`src/rtl/cpu_pkg.sv`:
```
// Shared definitions for the single-issue MIPS core front end.
// Contents:
//   fetch_state_t    - state encoding of the instruction fetch FSM
//   WORD_BYTES       - bytes per instruction word
//   DEFAULT_RESET_PC - default PC loaded on reset
//   is_word_aligned  - true when an address is on a word boundary
package cpu_pkg;

  typedef enum logic [2:0] {
    ST_IDLE,
    ST_FETCH,
    ST_WAIT,
    ST_HOLD,
    ST_FAULT
  } fetch_state_t;

  localparam int unsigned WORD_BYTES       = 4;
  localparam logic [31:0] DEFAULT_RESET_PC = 32'h0000_0000;
  localparam logic [31:0] ALIGN_MASK       = 32'(WORD_BYTES - 1);

  function automatic logic is_word_aligned(input logic [31:0] addr);
    return (addr & ALIGN_MASK) == 32'h0;
  endfunction

endpackage

```
`src/rtl/pc_register.sv`:
```
// Architectural PC register.
// Ports:
//   clk   - clock, rising edge
//   reset - synchronous active-high reset, loads RESET_PC
//   load  - load enable; q takes d on the next rising edge
//   d     - next PC value
//   q     - current PC
module pc_register
  import cpu_pkg::*;
#(
  parameter logic [31:0] RESET_PC = DEFAULT_RESET_PC
) (
  input  logic        clk,
  input  logic        reset,
  input  logic        load,
  input  logic [31:0] d,
  output logic [31:0] q
);

  always_ff @(posedge clk) begin
    if (reset) begin
      q <= RESET_PC;
    end else if (load) begin
      q <= d;
    end
  end

endmodule

```
`src/rtl/instr_fetch.sv`:
```
// Instruction fetch unit: owns the PC, issues one word fetch at a time over
// a valid/ready request channel, holds the returned instruction with its PC
// for decode, and loads the next PC returned by the branch/jump logic.
// Ports:
//   clk, reset                         - clock and synchronous active-high reset
//   imem_req_valid/ready/addr          - fetch request channel (addr == PC)
//   imem_resp_valid/data               - returned instruction word
//   out_valid/ready/instruction/pc     - fetched instruction to decode
//   next_pc                            - next PC, sampled on the out handshake
//   misaligned                         - sticky fault on a misaligned next_pc
//   retired                            - count of accepted instructions (wraps)
module instr_fetch
  import cpu_pkg::*;
#(
  parameter logic [31:0] RESET_PC = DEFAULT_RESET_PC
) (
  input  logic        clk,
  input  logic        reset,
  output logic        imem_req_valid,
  input  logic        imem_req_ready,
  output logic [31:0] imem_req_addr,
  input  logic        imem_resp_valid,
  input  logic [31:0] imem_resp_data,
  output logic        out_valid,
  input  logic        out_ready,
  output logic [31:0] out_instruction,
  output logic [31:0] out_pc,
  input  logic [31:0] next_pc,
  output logic        misaligned,
  output logic [31:0] retired
);

  fetch_state_t state;
  logic [31:0]  pc;
  logic         handshake;
  logic         pc_load;

  // out_valid is high exactly while in HOLD, so it qualifies the handshake.
  assign handshake = out_valid & out_ready;
  // A misaligned target leaves the PC pointing at the faulting instruction.
  assign pc_load   = handshake & is_word_aligned(next_pc);

  pc_register #(
    .RESET_PC(RESET_PC)
  ) u_pc (
    .clk  (clk),
    .reset(reset),
    .load (pc_load),
    .d    (next_pc),
    .q    (pc)
  );

  // The PC only moves on the out handshake, so it is both the stable fetch
  // address and the PC of the instruction being held.
  assign imem_req_addr = pc;
  assign out_pc        = pc;

  always_ff @(posedge clk) begin
    if (reset) begin
      state           <= ST_IDLE;
      imem_req_valid  <= 1'b0;
      out_valid       <= 1'b0;
      out_instruction <= 32'h0;
      misaligned      <= 1'b0;
      retired         <= 32'h0;
    end else begin
      case (state)
        ST_IDLE: begin
          state          <= ST_FETCH;
          imem_req_valid <= 1'b1;
        end
        ST_FETCH: begin
          if (imem_req_ready) begin
            state          <= ST_WAIT;
            imem_req_valid <= 1'b0;
          end
        end
        ST_WAIT: begin
          if (imem_resp_valid) begin
            state           <= ST_HOLD;
            out_instruction <= imem_resp_data;
            out_valid       <= 1'b1;
          end
        end
        ST_HOLD: begin
          if (out_ready) begin
            out_valid <= 1'b0;
            retired   <= retired + 32'd1;
            if (is_word_aligned(next_pc)) begin
              state          <= ST_FETCH;
              imem_req_valid <= 1'b1;
            end else begin
              state      <= ST_FAULT;
              misaligned <= 1'b1;
            end
          end
        end
        ST_FAULT: begin
          // Parked until reset.
          state <= ST_FAULT;
        end
        default: begin
          state          <= ST_IDLE;
          imem_req_valid <= 1'b0;
          out_valid      <= 1'b0;
        end
      endcase
    end
  end

endmodule

```
`config.mk`:
```
export PLATFORM = sky130hd
export DESIGN_NAME = instr_fetch
export DESIGN_NICKNAME = d
export VERILOG_FILES = /design/src/rtl/cpu_pkg.sv /design/src/rtl/pc_register.sv /design/src/rtl/instr_fetch.sv
export SDC_FILE = /design/constraint.sdc
export NUM_CORES = 1
export LEC_CHECK = 0
export CORE_MARGIN = 2
export CORE_UTILIZATION = 37
export DETAILED_ROUTE_END_ITERATION = 10
export PLACE_DENSITY_LB_ADDON = 0.2
export SLEW_MARGIN = 25
export SYNTH_ARGS = -nofsm -noshare
export SYNTH_HDL_FRONTEND = slang
export SYNTH_SLANG_ARGS = --single-unit
```
`constraint.sdc`:
```
create_clock -name clk -period 1.8 [get_ports clk]
set_input_delay 0.36 -clock clk [delete_from_list [all_inputs] [get_ports clk]]
set_output_delay 0.36 -clock clk [all_outputs]
set_load 0.005 [all_outputs]
```
==> results_dict.tcl, run 1 <==
set metrics [dict create \
    fin_nets 779 \
    clock_sinks 102 \
    design_area_um2 6760 \
    antenna_cells 0 \
    hold_path.class "reg2reg" \
    synth_adder_area_share 0.00299 \
    seqPwrFrac 0.510 \
    p_int_mw 3.52 \
    drt_iter0_markers 189 \
    drc 0 \
    synth_top_family_by_area "simple AND/OR/NAND/NOR gates" \
    dr.pass1.iters 4 \
    crit_path_frequent_cell "or4_4" \
    synthMostInstantiatedCell "nand2_1" \
    clock_skew_ns 0.00860 \
    yosysTopAreaCell "dfxtp_1" \
    core_region_area_um2 10900 \
    tightest_slew_ns 0.593 \
    grt_usage 0.189 \
    syn_area_um2 4190 \
    grt_pass1_vias 4027 \
    n_fill_cell 981 \
    synth-simple-area-share 0.248 \
    avgRoutedWirePerCell_um 14.0 \
    antenna_found_initial 0 \
    async_reset_ff_frac 0 \
    clk_pin_slew_ns 0.07 \
    maxCapViolCount 0 \
    slowest_delay_ns 0.46 \
    pin_count 200 \
    crit_chain "ha_2, nand3_1, or4_4, buf_6, or4_4, a21oi_2" \
    ys_top_cells_by_count "138 x nand2_1, 102 x dfxtp_1, 87 x a21oi_1" \
    yosys.cell_types.count 34 \
    required_ns 2.08 \
    reg2reg_from "retired[1]" \
    synthMuxAreaShare 0 \
    synth_xor_area_frac 0.0230 \
    use_met1 0.219 \
    slew_viol_final 0 \
    grt_pass1_wl_um 19400 \
    timing.final.crit_share 1.05 \
    synth_area_leaders "dfxtp_1 49%, nand2_1 12%, a21oi_1 10%, buf_4 5.7%, clkbuf_1 2.9%" \
    cp_slowest_cell "or4_4" \
    dp_hpwl_um 8370 \
    numCtsBuffers 9 \
    antenna_left 0 \
    drive_gt1_frac 0.122 \
    min_from "out_instruction[30]" \
    clockPowerShare 0.412 \
    cellPowerDensity_nw_per_um2 668 \
    syn_to_final_growth_pct 61.2 \
    maxSlewHeadroom 0.605 \
    seqCellArea_um2 2050 \
    routed_wl_um 12000 \
    leakagePower_nw 2.30 \
    multi_input_area_um2 1820 \
    grtUsageMet2 0.321 \
    port_buffers 199 \
    vias 4229 \
    startpoint "retired[1]" \
    rsz0062_at_grt "yes" \
    setup_viol 7 \
    grt.busiest_layer "met2" \
    avgSynthCellArea_um2 8.06 \
    worst-r2r-setup-slack_ns -0.1 \
    clockRootBuffer "clkbuf_16" \
    routabilityCongestion 0.799 \
    synth-compound-area-share 0.142 \
    rows 38 \
    htree_num_levels 3 \
    finalCoreUtilization 0.618 \
    startpoint_type "register" \
    hold_viol 0 \
    outcome "finished, violations left" \
    fp.dieW_um 110 \
    yosysWarnings 0 \
    cp_max_fo 5 \
    crit_arrival_ns 2.17 \
    synth_seq_area_share 0.487 \
    placed_area_um2 6340 \
    grt_start_max_net_pins 52 \
    worstSetupEndpointType "register" \
    synth_flop_cell "dfxtp_1" \
    synth_edf_count 0 \
    power_frac_comb 0.078 \
    synth_seq_cells 102 \
    clk_latency_ns 0.34 \
    p_sw_uw 995 \
    cts_buffer_depth 2 \
    use_met3 0.0681 \
    ir_drop_uv 443 \
    initial_utilization 0.383 \
    setup_tns_ns -0.319 \
    die_h_um 110 \
    globalRouteOverflowTotal 0 \
    cts_tree "done" \
    synthCells 520 \
    violations "negative setup slack" \
    yosys.area.top_type_share 0.487 \
    die_area_um2 12200 \
    min_period_ns 1.90 \
    via_per_inst 4.95 \
    synth_fp_nets 590 \
    setup_ws_ns -0.0959 \
    max_clock_freq_ghz 0.527 \
    switching_share 0.221 \
    crit_type "reg2reg" \
]
## sequential cells by signal, indices dropped and copies added (netlist names)
signal and cells:
misaligned 1, u_pc.q 32, out_valid 1, imem_req_valid 1, out_instruction 32, retired 32
state 3
## power groups by stage
stage          clock network [mW]  logic (mW)  registers (mW)
2_1_floorplan                   0       0.108            2.35
3_3_place_gp                    0       0.349            2.35
3_5_place_dp                    0       0.352            2.35
4_1_cts                      1.90       0.354            2.30
5_1_grt                      1.99       0.383            2.30
6_report                     1.86       0.353            2.30
## critical path: cells and delay by family (launching register included)
family / cells / cell delay [ns]
DFF: 1 / 0.37
adders and majority gates: 1 / 0.20
buffers and inverters: 1 / 0.15
and+or+nand+nor: 3 / 0.97
AOI/OAI and AO/OA: 1 / 0.14
## kinds of logic after synthesis
logic type      after synthesis
fa+ha+maj                     1
flops                       102
buf+inv                      71
xor+xnor                     11
simple gates                223
compound gates              112
## area by class of cell
cell class	instances	area share
timing repair buffer	246	0.357
multi-input combinational	347	0.269
tap	140	0.0259
clock buffer	11	0.0374
clock inverter	5	0.00500
sequential	102	0.304
inverter	3	0.00167
## timing repair
item | 4_1_cts | 5_1_grt
buffers inserted | 4 | 0
cloned | 2 | 0
resized for setup | 9 | 19
setup endpoints to repair | 17 | 20
hold buffers | 0 | 0
hold endpoints to repair | 0 | 0
pin swaps | 3 | 9
## per-layer routing
metal  up-vias  share of wire
li1       2108              -
met1      1958           0.41
met2       146           0.49
met3        17          0.083
met4         0          0.018
met5         -              0
## through the flow
stage / setup WS [ns] / total power, mW / std cells / hold WS (ns)
floorplan: 0.00469 / 2.46 / 520 / 0.450
global placement: -0.531 / 2.70 / 832 / 0.441
detailed placement: -0.599 / 2.70 / 832 / 0.445
CTS: -0.0385 / 4.56 / 854 / 0.456
global route: -0.147 / 4.68 / 854 / 0.469
finish: -0.0959 / 4.51 / 854 / 0.452
## placed cells by master, fill, tap and decap left out, types with 5 or more instances in the layout
master / netlist / final
clkdlybuf4s50_1: 0 / 197
nand2_1: 138 / 138
dfxtp_1: 102 / 95
a21oi_1: 87 / 83
buf_4: 32 / 40
nor2_1: 19 / 19
nand3_1: 13 / 13
o21ai_0: 12 / 11
or3_1: 11 / 9
xnor2_1: 9 / 9
clkbuf_16: 0 / 9
nand4_1: 7 / 7
o31ai_1: 9 / 7
or4_1: 10 / 7
dfxtp_2: 0 / 7
buf_12: 0 / 5
## worst paths after layout
kind                         end  depth (start not counted)
max reg2reg          retired[30]                          6
min reg2reg  out_instruction[30]                          2
max                  retired[30]                          6
min          out_instruction[30]                          2
Power figures use the tool's default switching activity.
==> run 2, diff against run 1 <==
- CELL_PAD_IN_SITES_DETAIL_PLACEMENT: unset -> 1
- CELL_PAD_IN_SITES_GLOBAL_PLACEMENT: unset -> 2
- CORE_UTILIZATION: 37 -> 20
- GPL_TIMING_DRIVEN: unset -> 1
- SETUP_SLACK_MARGIN: unset -> 0.05
==> run 2 against run 1 <==
Effect of this change: the flow still finishes with violations (negative setup slack); maximum frequency grew 0.42%; count of clock-buffer cells in the layout up 1; die area rose by 81%; cell area up 4.5%; via count rose by 1.5%; sequential power hardly changed; critical path type unchanged; critical endpoint unchanged.
==> results_dict.tcl, run 2 (same netlist as run 1, synthesis figures left out) <==
set metrics [dict create \
    core_region_area_um2 20400 \
    dr.pass1.iters 4 \
    min_period_ns 1.89 \
    routabilityCongestion 0.714 \
    antenna_left 0 \
    fp.dieW_um 149 \
    htree_num_levels 3 \
    ir_drop_uv 427 \
    crit_arrival_ns 2.17 \
    p_int_mw 3.79 \
    slew_viol_final 0 \
    pin_count 200 \
    hold_viol 0 \
    n_fill_cell 2410 \
    seqPwrFrac 0.477 \
    layout_commonest_cell "clkdlybuf4s50_1" \
    cp_max_fo 5 \
    mostFrequentLayoutCells "195 x clkdlybuf4s50_1, 138 x nand2_1, 87 x dfxtp_1" \
    hold_path.class "in2reg" \
    via_per_inst 4.35 \
    power_frac_comb 0.074 \
    routed_wl_um 14900 \
    drt_iter0_markers 97 \
    initial_utilization 0.205 \
    cellPowerDensity_nw_per_um2 683 \
    numCtsBuffers 9 \
    violations "negative setup slack" \
    tightest_slew_ns 0.437 \
    port_buffers 199 \
    antenna_found_initial 1 \
    antenna_cells 0 \
    drive_gt1_frac 0.142 \
    max_clock_freq_ghz 0.530 \
    p_sw_mw 1.03 \
    worst-r2r-setup-slack_ns -0.09 \
    grt_pass1_wl_um 23300 \
    timing.final.crit_share 1.05 \
    setup_ws_ns -0.0880 \
    grt_pass1_vias 4515 \
    clock_skew_ns 0.00737 \
    clk_latency_ns 0.35 \
    seqCellArea_um2 2070 \
    grt_start_max_net_pins 42 \
    clockRootBuffer "clkbuf_16" \
    clk_pin_slew_ns 0.07 \
    dp_slack_ns -0.513 \
    rows 52 \
    hold_ws_ns 0.440 \
    vias 4294 \
    rsz0062_at_grt "yes" \
    globalRouteOverflowTotal 0 \
    top_regs "out_instruction x32, retired x32, u_pc.q x32" \
    dp_hpwl_um 10700 \
    fin_nets 783 \
    clockPowerShare 0.449 \
    leakagePower_nw 2.39 \
    maxCapViolCount 0 \
    die_area_um2 22100 \
    grt_usage 0.132 \
    crit_type "reg2reg" \
    avgRoutedWirePerCell_um 15.1 \
    required_ns 2.08 \
    cts_buffer_depth 2 \
    maxSlewHeadroom 0.709 \
    startpoint_type "register" \
    clock_sinks 102 \
    die_h_um 149 \
    outcome "finished, violations left" \
    setup_viol 9 \
    worstSetupEndpointType "register" \
    multi_input_area_um2 1840 \
    drc 0 \
    setup_tns_ns -0.388 \
    cts_tree "done" \
    switching_share 0.214 \
    syn_to_final_growth_pct 68.4 \
]
run 2: cell count changes in the layout (fill, tap and decap cells not counted), moves of 3 or more:
cell and delta:
a21oi_2 +3, dfxtp_1 -8, o21ai_0 -4, o21ai_1 +4
dfxtp_2 +6, a21oi_1 -3
run 2: layer usage:
layer	track usage	vias to the layer above	part of all wire	wire length (um)
met5	0	-	0	0
met4	0.0352	0	0.012	186
met3	0.0419	12	0.067	992
met2	0.244	114	0.52	7810
met1	0.144	2059	0.40	5920
li1	-	2109	-	-
run 2: worst max-delay path, cell delays in order (launching register included):
cell     delay, ns
dfxtp_2       0.34
nand4_1       0.17
or4_4         0.62
buf_6         0.16
or4_4         0.41
a21oi_2       0.13
run 2: layout make-up:
type                    count  area share
clock buffers              12      0.0363
clock inverters             3     0.00957
inverters                   3     0.00160
multi-input cells         347       0.261
flip-flops and latches    102       0.293
well taps                 270      0.0479
repair buffers            250       0.351
run 2: power groups by stage:
stage	Sequential, mW	Clock [mW]	Combinational [mW]
floorplan	2.35	0	0.108
global placement	2.35	0	0.359
detailed placement	2.35	0	0.364
CTS	2.30	2.25	0.365
global route	2.30	2.33	0.391
finish	2.30	2.16	0.357
run 2: worst paths after layout:
path,startpoint,to,cells after the start
hold / removal,reset,misaligned,2
hold reg to reg,out_instruction[0],out_instruction[0],2
setup reg to reg,retired[10],retired[30],5
setup / recovery,retired[10],retired[30],5
run 2: timing repair:
item / 4_1_cts / 5_1_grt
setup buffers: 2 / 3
gates resized for setup: 7 / 31
pin swaps: 3 / 5
hold buffers: 0 / 0
hold endpoints to repair: 0 / 0
setup endpoints to repair: 19 / 21
gates cloned: 2 / 1
run 2: per-stage QoR:
step | instances | utilization | total power, mW | instance area, um2
2_1_floorplan | 520 | - | 2.46 | 4230
3_3_place_gp | 964 | 0.321 | 2.71 | 6550
3_5_place_dp | 964 | 0.321 | 2.72 | 6550
4_1_cts | 983 | 0.339 | 4.92 | 6920
5_1_grt | 987 | 0.345 | 5.02 | 7060
6_report | 987 | 0.345 | 4.82 | 7060
==> run 3, diff against run 2 <==
- REMOVE_ABC_BUFFERS: unset -> 1
==> run 3 against run 2 <==
Effect of this change: total power shrank 2.8%; die area stayed put; clock skew up 0.0017 ns; cell area down 0.78%; register-to-register slack got worse by 0.02 ns; utilization fell by 0.27 points; the flow still finishes with violations (negative setup slack).
==> results_dict.tcl, run 3 (same netlist as run 1, synthesis figures left out) <==
set metrics [dict create \
    outcome "finished, violations left" \
    slowest_delay_ns 0.57 \
    drc 0 \
    globalRouteOverflowTotal 0 \
    tightest_slew_ns 0.408 \
    grt_start_max_net_pins 33 \
    setup_viol 13 \
    setup_tns_ns -0.652 \
    mostFrequentLayoutCells "196 x clkdlybuf4s50_1, 138 x nand2_1, 86 x dfxtp_1" \
    setup_ws_ns -0.111 \
    hold_viol 0 \
    crit_arrival_ns 2.20 \
    required_ns 2.09 \
    drive_gt1_frac 0.136 \
    htree_num_levels 3 \
    dp_hpwl_um 10600 \
    layout_commonest_cell "clkdlybuf4s50_1" \
    max_clock_freq_ghz 0.523 \
    avgRoutedWirePerCell_um 15.2 \
    vias 4317 \
    grt_usage 0.134 \
    design_area_um2 7000 \
    clk_latency_ns 0.35 \
    placed_area_um2 6520 \
    cp_max_fo 8 \
    pin_count 200 \
    clk_pin_slew_ns 0.07 \
    violations "negative setup slack" \
    slew_viol_final 0 \
    maxSlewHeadroom 0.728 \
    via_per_inst 4.37 \
    grt_pass1_wl_um 23500 \
    grt_pass1_vias 4506 \
    die_area_um2 22100 \
    ir_drop_uv 407 \
    min_period_ns 1.91 \
    top_regs "out_instruction x32, retired x32, u_pc.q x32" \
    maxCapViolCount 0 \
    clock_skew_ns 0.00903 \
    crit_chain "ha_4, nand3_2, or4_4, buf_6, or4_4, a21oi_2" \
    cts_tree "done" \
    dp_slack_ns -0.600 \
    leakagePower_nw 2.35 \
    dr.pass1.iters 4 \
    worstSetupEndpointType "register" \
    cellPowerDensity_nw_per_um2 669 \
    numCtsBuffers 9 \
    drt_iter0_markers 116 \
    antenna_found_initial 1 \
    clockRootBuffer "clkbuf_16" \
    rsz0062_at_grt "yes" \
    crit_type "reg2reg" \
    p_total_mw 4.69 \
    finalCoreUtilization 0.343 \
    fin_nets 783 \
    die_h_um 149 \
    startpoint_type "register" \
    rows 52 \
    routed_wl_um 15000 \
    routabilityCongestion 0.703 \
    core_region_area_um2 20400 \
    fp.dieW_um 149 \
    timing.final.crit_share 1.06 \
    initial_utilization 0.205 \
    antenna_left 0 \
    syn_to_final_growth_pct 67.1 \
    clock_sinks 102 \
    port_buffers 199 \
    cp_slowest_cell "or4_4" \
    cts_buffer_depth 2 \
    crit_path_frequent_cell "or4_4" \
    hold_path.class "in2reg" \
]
## run 3: cell types whose count changed in the layout (fill, tap and decap cells not counted), sizes merged
cell           change
diode              +1
clkbuf             -3
clkinvlp           -1
clkdlybuf4s50      +1
clkinv             +4
inv                +1
dlymetal6s2s       -1
bufinv             -1
or4                +1
## run 3: final timing paths
check	end	slack, ns	cells past startpoint	start
worst max-delay path	retired[30]	-0.11	6	retired[0]
worst min-delay path	retired[0]	0.43	2	reset
worst max register to register	retired[30]	-0.11	6	retired[0]
worst min register to register	out_instruction[29]	0.46	2	out_instruction[29]
## run 3: metal layers
metal / track usage / vias up / wire, um
li1: - / 2118 / -
met1: 0.161 / 2072 / 6550
met2: 0.228 / 121 / 7170
met3: 0.0495 / 6 / 1180
met4: 0.0343 / 0 / 127
met5: 0 / - / 0
## run 3: cell type report
type,instances,area [um2]
fillers,2381,13400
repair buffers,249,2460
flip-flops and latches,102,2070
multi-input cells,348,1830
well taps,270,338
clock buffers,10,229
clock inverters,6,70.1
inverters,3,11.3
diodes,1,2.50
## run 3: worst max-delay path, delay by kind of cell, from the launching register on
kind | cells | cell delay, ns
adders and majority gates | 1 | 0.14
AOI/OAI and AO/OA | 1 | 0.13
buffers and inverters | 1 | 0.16
DFF | 1 | 0.37
and+or+nand+nor | 3 | 1.05
## run 3: report_power, final
part	leakage, nW	internal, mW	switching (mW)
registers	0.831	2.28	0.0178
logic	1.37	0.223	0.141
clock network	0.147	1.09	0.935
## run 3: timing repair
item | CTS | global route
buffers inserted | 5 | 1
setup endpoints to repair | 19 | 22
pin swaps | 13 | 14
hold buffers | 0 | 0
gates cloned | 2 | 0
endpoints found under the hold margin | 0 | 0
gates resized for setup | 14 | 30
## run 3: metrics by stage
step                hold WS, ns  cells
detailed placement        0.450    964
CTS                       0.416    987
floorplan                 0.429    452
global placement          0.441    964
finish                    0.428    989
global route              0.427    988
==> RTL edit 1 (config.mk and constraints of run 3) <==
Reset style: asynchronous (`reset`), changed in 2 clocked blocks. Comments in the files are not updated.
--- a/src/rtl/pc_register.sv
+++ b/src/rtl/pc_register.sv
@@ -17,7 +17,7 @@
   output logic [31:0] q
 );
 
-  always_ff @(posedge clk) begin
+  always_ff @(posedge clk or posedge reset) begin
     if (reset) begin
       q <= RESET_PC;
     end else if (load) begin
--- a/src/rtl/instr_fetch.sv
+++ b/src/rtl/instr_fetch.sv
@@ -55,7 +55,7 @@
   assign imem_req_addr = pc;
   assign out_pc        = pc;
 
-  always_ff @(posedge clk) begin
+  always_ff @(posedge clk or posedge reset) begin
     if (reset) begin
       state           <= ST_IDLE;
       imem_req_valid  <= 1'b0;
Formal check against the unedited RTL: differs if reset is asserted again (counterexample within 4 cycles, from zero or initial values and one cycle with reset high); with reset held inactive, the same outputs for 4 cycles.
==> RTL edit 1 against run 3 <==
The run still ends with negative setup slack left. Core utilization decreased by 0.23 points. Design area increased by 5.1%. Clock skew decreased by 0.0016 ns. Sequential cell count unchanged. First-iteration DRC count decreased by 44%. Worst hold slack got worse by 0.082 ns. Synthesized area increased by 4.4%. Wire length decreased by 14%. Via count decreased by 22%. Sequential share of layout area increased by 5.2 points. Setup slack got worse by 0.065 ns. Highest routed layer unchanged.
Power is not compared: it rests on default switching activity, and its combinational part moved more than twofold at a synthesized area within 25%.
==> RTL edit 1: results (changes against run 3) <==
STATUS
--------------------------------------------------------------------------------------------------
Run status                                                                            complete, but fails checks
Violations in the final reports                                                       negative setup slack

SYNTH
--------------------------------------------------------------------------------------------------
Share of synthesized area occupied by flip-flops and latches                                58.30%   +9.6 points
Commonest cells in the netlist                                                        sky130_fd_sc_hd__dfrtp_1, sky130_fd_sc_hd__mux2_2, sky130_fd_sc_hd__buf_4
Leading cell types by total area after synthesis                                      sky130_fd_sc_hd__dfrtp_1, sky130_fd_sc_hd__mux2_2, sky130_fd_sc_hd__buf_4
Post-synth cell types                                                                           41   +21%
Fraction of synthesized cell area in xor and xnor cells                                     6.373%   +4.1 points
Post-Synth Adder-Cell Area                                                                 0.2858%   -0.013 points
Fraction of registers with async set/reset                                                  100.0%   +100 points
Multiplexer share of the synthesized area                                                   15.95%   +16 points
Post-Synthesis Mean Instance Area                                                      13.03 sq um   +62%
Area fraction in compound gates after synthesis                                             1.543%   -13 points

DETAILED ROUTING
--------------------------------------------------------------------------------------------------
First-iteration detailed-routing DRC count                                                      65   -44%
Aggregate routed wire length                                                          12,960 microns   -14%
Detail-routed via count per cell                                                             3.999   -8.4%
Routed via count                                                                             3,355   -22%

CLOCK NETWORK
--------------------------------------------------------------------------------------------------
Maximum buffer depth of the clock tree                                                           2   unchanged
Clock transition time at the flip-flop clock pins of the worst setup and hold paths        0.07 ns   about the same
Htree depth                                                                                      3   unchanged
Clock buffers created by TritonCTS                                                               9   unchanged

GLOBAL ROUTE
--------------------------------------------------------------------------------------------------
Initial antenna violation count                                                                  0   -1
Via count of the first global-routing pass                                                   3,715   -18%
First-pass GRT wire length                                                            20,960 microns   -11%
Combined global-route utilization of all metal layers                                       11.45%   -2.0 points

PLACE
--------------------------------------------------------------------------------------------------
Placed Cells                                                                                   812   -16%
Placer Congestion                                                                           0.7160   +1.9%
Count of buffers from port buffering                                                           199   unchanged
Post-DP HPWL                                                                          9875 microns   -7.0%

POWER AND IR DROP
--------------------------------------------------------------------------------------------------
Leakage power total                                                                    0.003240 uW
Internal power consumption                                                                 7010 uW
Share of power burned in the clock network                                                   20.8%

TIMING
--------------------------------------------------------------------------------------------------
Clock Skews                                                                            0.007411 ns   -0.001619 ns
Final number of hold-violating endpoints                                                         0   unchanged
Final setup violation count                                                                     12   -1
Fin worst setup slack                                                                   -0.1764 ns   -0.06539 ns
Actual slew at the worst max-slew pin                                                    0.3580 ns   -0.05013 ns

FINAL LAYOUT
--------------------------------------------------------------------------------------------------
Fill cells                                                                                   2,286   -4.0%
Fraction of final layout cells sized beyond drive strength 1                                28.98%   +15 points
Number of nets in the finished design                                                          624   -20%
Number of antenna cells inserted                                                                 0   -1

CRITICAL PATH
--------------------------------------------------------------------------------------------------
Maximum net fanout on the critical path                                                          2   -6
Stage delay of the slowest cell on the critical path                                       0.54 ns   -0.03 ns

HOLD PATH
--------------------------------------------------------------------------------------------------
Hold Path Class                                                                           in2async

RTL edit 1: cell types whose count changed in the layout (fill, tap and decap cells not counted), moves of 7 or more:
cell	change
sky130_fd_sc_hd__dfrtp_1	+101
sky130_fd_sc_hd__nor2_1	-12
sky130_fd_sc_hd__a21oi_1	-81
sky130_fd_sc_hd__clkdlybuf4s50_1	-7
sky130_fd_sc_hd__xnor2_1	+8
sky130_fd_sc_hd__o31ai_1	-8
sky130_fd_sc_hd__nand3_1	-7
sky130_fd_sc_hd__nand2_1	-118
sky130_fd_sc_hd__mux2_2	+62
sky130_fd_sc_hd__dfxtp_1	-86
sky130_fd_sc_hd__or3_1	-11
sky130_fd_sc_hd__xor2_1	+11
sky130_fd_sc_hd__dfxtp_2	-14
RTL edit 1: final cells by class:
class / count / area (sq um) / area share (%)
Multi-Input combinational cell: 182 / 1627 / 22.10
Clock buffer: 11 / 242.7 / 3.298
Timing Repair Buffer: 253 / 2504 / 34.01
Inverter: 6 / 25.02 / 0.3400
Tap cell: 280 / 350.3 / 4.759
Clock inverter: 5 / 58.81 / 0.7989
Sequential cell: 102 / 2554 / 34.69
RTL edit 1: per-stage QoR:
step	worst slack, ns	total power, uW	setup TNS, ns	utilization [%]	instance area (sq um)
final	-0.1764	9582	-1.314	34.05	7361
after global placement	-0.7236	7586	-23.90	31.54	6819
after global routing	-0.2216	10230	-2.294	34.05	7361
after floorplan	-2.482	4759	-213.67	-	4074
after CTS	-0.2123	9771	-1.650	33.50	7243
after detailed placement	-0.7621	7672	-24.75	31.54	6819
RTL edit 1: worst reg2reg max path: cells and delay by family, from the launching register on:
family	cells	cell delay [ns]
AND/OR/NAND/NOR	4	1.37
XOR/XNOR	1	0.13
flip-flops	1	0.36
RTL edit 1: path summary, 6_finish.rpt:
check	start	to	slack (ns)	cells after the start
worst max-delay path	retired[10]	retired[26]	-0.18	5
worst min-delay path	reset	retired[19]	0.35	2
worst max register to register	retired[10]	retired[26]	-0.18	5
worst min register to register	misaligned	misaligned	0.48	1
max in group asynchronous	reset	out_instruction[14]	0.97	3
min in group clk	misaligned	misaligned	0.48	1
RTL edit 1: metal layers:
| metal | up-vias | routed length, microns | global-route usage (%) |
|---|---|---|---|
| met4 | 0 | 181 | 3.738 |
| met5 | - | 0 | 0 |
| met3 | 12 | 732 | 3.594 |
| met1 | 1678 | 5140 | 13.06 |
| li1 | 1552 | - | - |
| met2 | 113 | 6900 | 20.33 |
RTL edit 1: repair_timing:
| item | CTS | global route |
|---|---|---|
| hold buffers | 0 | 0 |
| endpoints found under the hold margin | 0 | 0 |
| endpoints found under the setup margin | 24 | 46 |
| setup buffers | 6 | 4 |
| gates resized for setup | 25 | 18 |
| gates cloned | 0 | 1 |
| pin swaps | 13 | 7 |
==> RTL edit 2 (flow settings as in run 3) <==
Without the edit above. Re-encode `fetch_state_t` (5 states) as one-hot, 5 bits wide.
--- a/src/rtl/cpu_pkg.sv
+++ b/src/rtl/cpu_pkg.sv
@@ -6,12 +6,12 @@
 //   is_word_aligned  - true when an address is on a word boundary
 package cpu_pkg;
 
-  typedef enum logic [2:0] {
-    ST_IDLE,
-    ST_FETCH,
-    ST_WAIT,
-    ST_HOLD,
-    ST_FAULT
+  typedef enum logic [4:0] {
+    ST_IDLE  = 5'b00001,
+    ST_FETCH = 5'b00010,
+    ST_WAIT  = 5'b00100,
+    ST_HOLD  = 5'b01000,
+    ST_FAULT = 5'b10000
   } fetch_state_t;
 
   localparam int unsigned WORD_BYTES       = 4;
Formal check against the unedited RTL: no difference found for any inputs over 4 cycles, from zero or initial values and one cycle with reset high; so few cycles prove little.
==> RTL edit 2 against run 3 <==
The flow still finishes with violations (negative setup slack). Sequential cell count grew 2. Setup slack lost 0.23 ns. Design area grew 8.5%. Wire length grew 13%. Core utilization shrank 0.62 points. Power grew 5.9%. Combinational power grew 31%. Synthesized area grew 9.4%. Critical path type unchanged. Critical endpoint is now retired[31]. Largest power group unchanged.
==> RTL edit 2: results (changes against run 3) <==
TIMING
----------------------------------------------------------------------------
Final worst hold slack                                             0.4055 ns   -0.02235 ns
Final sum of negative setup slack                                  -5.224 ns   -4.572 ns
Clock Skews                                                      0.008802 ns   -0.0002277 ns
Actual slew at the worst max-slew pin                              0.4796 ns   +0.07146 ns
Final setup violation count                                               21   +8
Fin worst setup slack                                             -0.3364 ns   -0.2254 ns

DETAILED ROUTING
----------------------------------------------------------------------------
First-iteration detailed-routing DRC count                               137   +18%
Detail-routed via count per cell                                       4.480   +2.6%
Aggregate routed wire length                                    17,030 microns   +13%

GLOBAL ROUTE
----------------------------------------------------------------------------
Initial antenna violation count                                            0   -1
Pin count of the biggest net entering global routing                      38   +15%
First-pass GRT wire length                                      26,480 microns   +13%
Combined global-route utilization of all metal layers                 13.67%   +0.24 points

FINAL LAYOUT
----------------------------------------------------------------------------
Fill cells                                                             2,647   +11%
Number of nets in the finished design                                    857   +9.5%
Final Non-Filler Cells                                                 1,077   +8.9%
Number of antenna cells inserted                                           0   -1

POWER AND IR DROP
----------------------------------------------------------------------------
Leakage power total                                              0.002631 uW   +12%
Switching power                                                      1251 uW   +14%
Pwr/cell area                                                   653.7 nW/um^2   -2.4%
Share of power burned in the clock network                             43.4%   +0.2 points

CRITICAL PATH
----------------------------------------------------------------------------
End point of the critical path                                   retired[31]
Logic depth of the worst register-to-register path                         5   -1
Stage delay of the slowest cell on the critical path                 0.54 ns   -0.03 ns
Crit path arrival time                                               2.43 ns   +0.23 ns
Startpoint of the most critical setup path                          state[2]
Maximum net fanout on the critical path                                   14   +6

PLACE
----------------------------------------------------------------------------
Placer Congestion                                                     0.7629   +8.6%
Post-DP HPWL                                                    12,150 microns   +15%
Post-placement setup slack                                        -0.6415 ns   -0.04161 ns
Placed Cells                                                           1,038   +7.7%
Placement-stage cell area                                         6938 sq um   +6.3%

STATUS
----------------------------------------------------------------------------
Violations in the final reports                                 negative setup slack
Run status                                                      complete, but fails checks

SYNTH
----------------------------------------------------------------------------
Share of synthesized area occupied by flip-flops and latches          45.39%   -3.3 points
Area share of the largest cell type after synthesis                   45.39%   -3.3 points
Leading cell types by total area after synthesis                sky130_fd_sc_hd__dfxtp_1, sky130_fd_sc_hd__nand2_1, sky130_fd_sc_hd__a21oi_1
Number of instances in the synthesized netlist                           576   +11%
Post-synth cell types                                                     45   +32%
Commonest cells in the netlist                                  sky130_fd_sc_hd__nand2_1, sky130_fd_sc_hd__dfxtp_1, sky130_fd_sc_hd__a21oi_1
Synthesis warning total                                                    0   unchanged

CLOCK NETWORK
----------------------------------------------------------------------------
Post CTS Setup Buffer Count                                                6   +1
Resized cells post-CTS                                                    24   +10
Clock network latency to the later pin of the worst-skew pair        0.36 ns

HOLD PATH
----------------------------------------------------------------------------
Hold Startpoint                                                        reset
Worst hold path endpoint                                          retired[2]

RTL edit 2: logic make-up (layout without fill, tap and decap cells):
group                    Yosys count  after routing  synth area share, %
buffers and inverters             80            294                9.983
multiplexers                       3              3               0.6819
flip-flops                       104            104                45.39
AND/OR/NAND/NOR                  248            250                26.02
XOR/XNOR                           9              9                1.718
AO/OA/AOI/OAI                    131            131                15.93
adder cells (fa/ha/maj)            1              1               0.2727
RTL edit 2: final cells by class:
cell class / instances / area, sq um / share of cell area, %
inverters: 6 / 22.52 / 0.2964
well taps: 285 / 356.6 / 4.694
flip-flops and latches: 104 / 2101 / 27.65
clock buffers: 9 / 225.2 / 2.964
repair buffers: 272 / 2636 / 34.70
multi-input cells: 394 / 2160 / 28.43
clock inverters: 7 / 96.34 / 1.268
RTL edit 2: metal layers:
metal	track usage (%)	routed length (microns)	up-vias
met5	0	0	-
met4	4.412	218	0
met3	2.507	588	10
met2	24.78	8945	103
met1	16.25	7272	2319
li1	-	-	2393
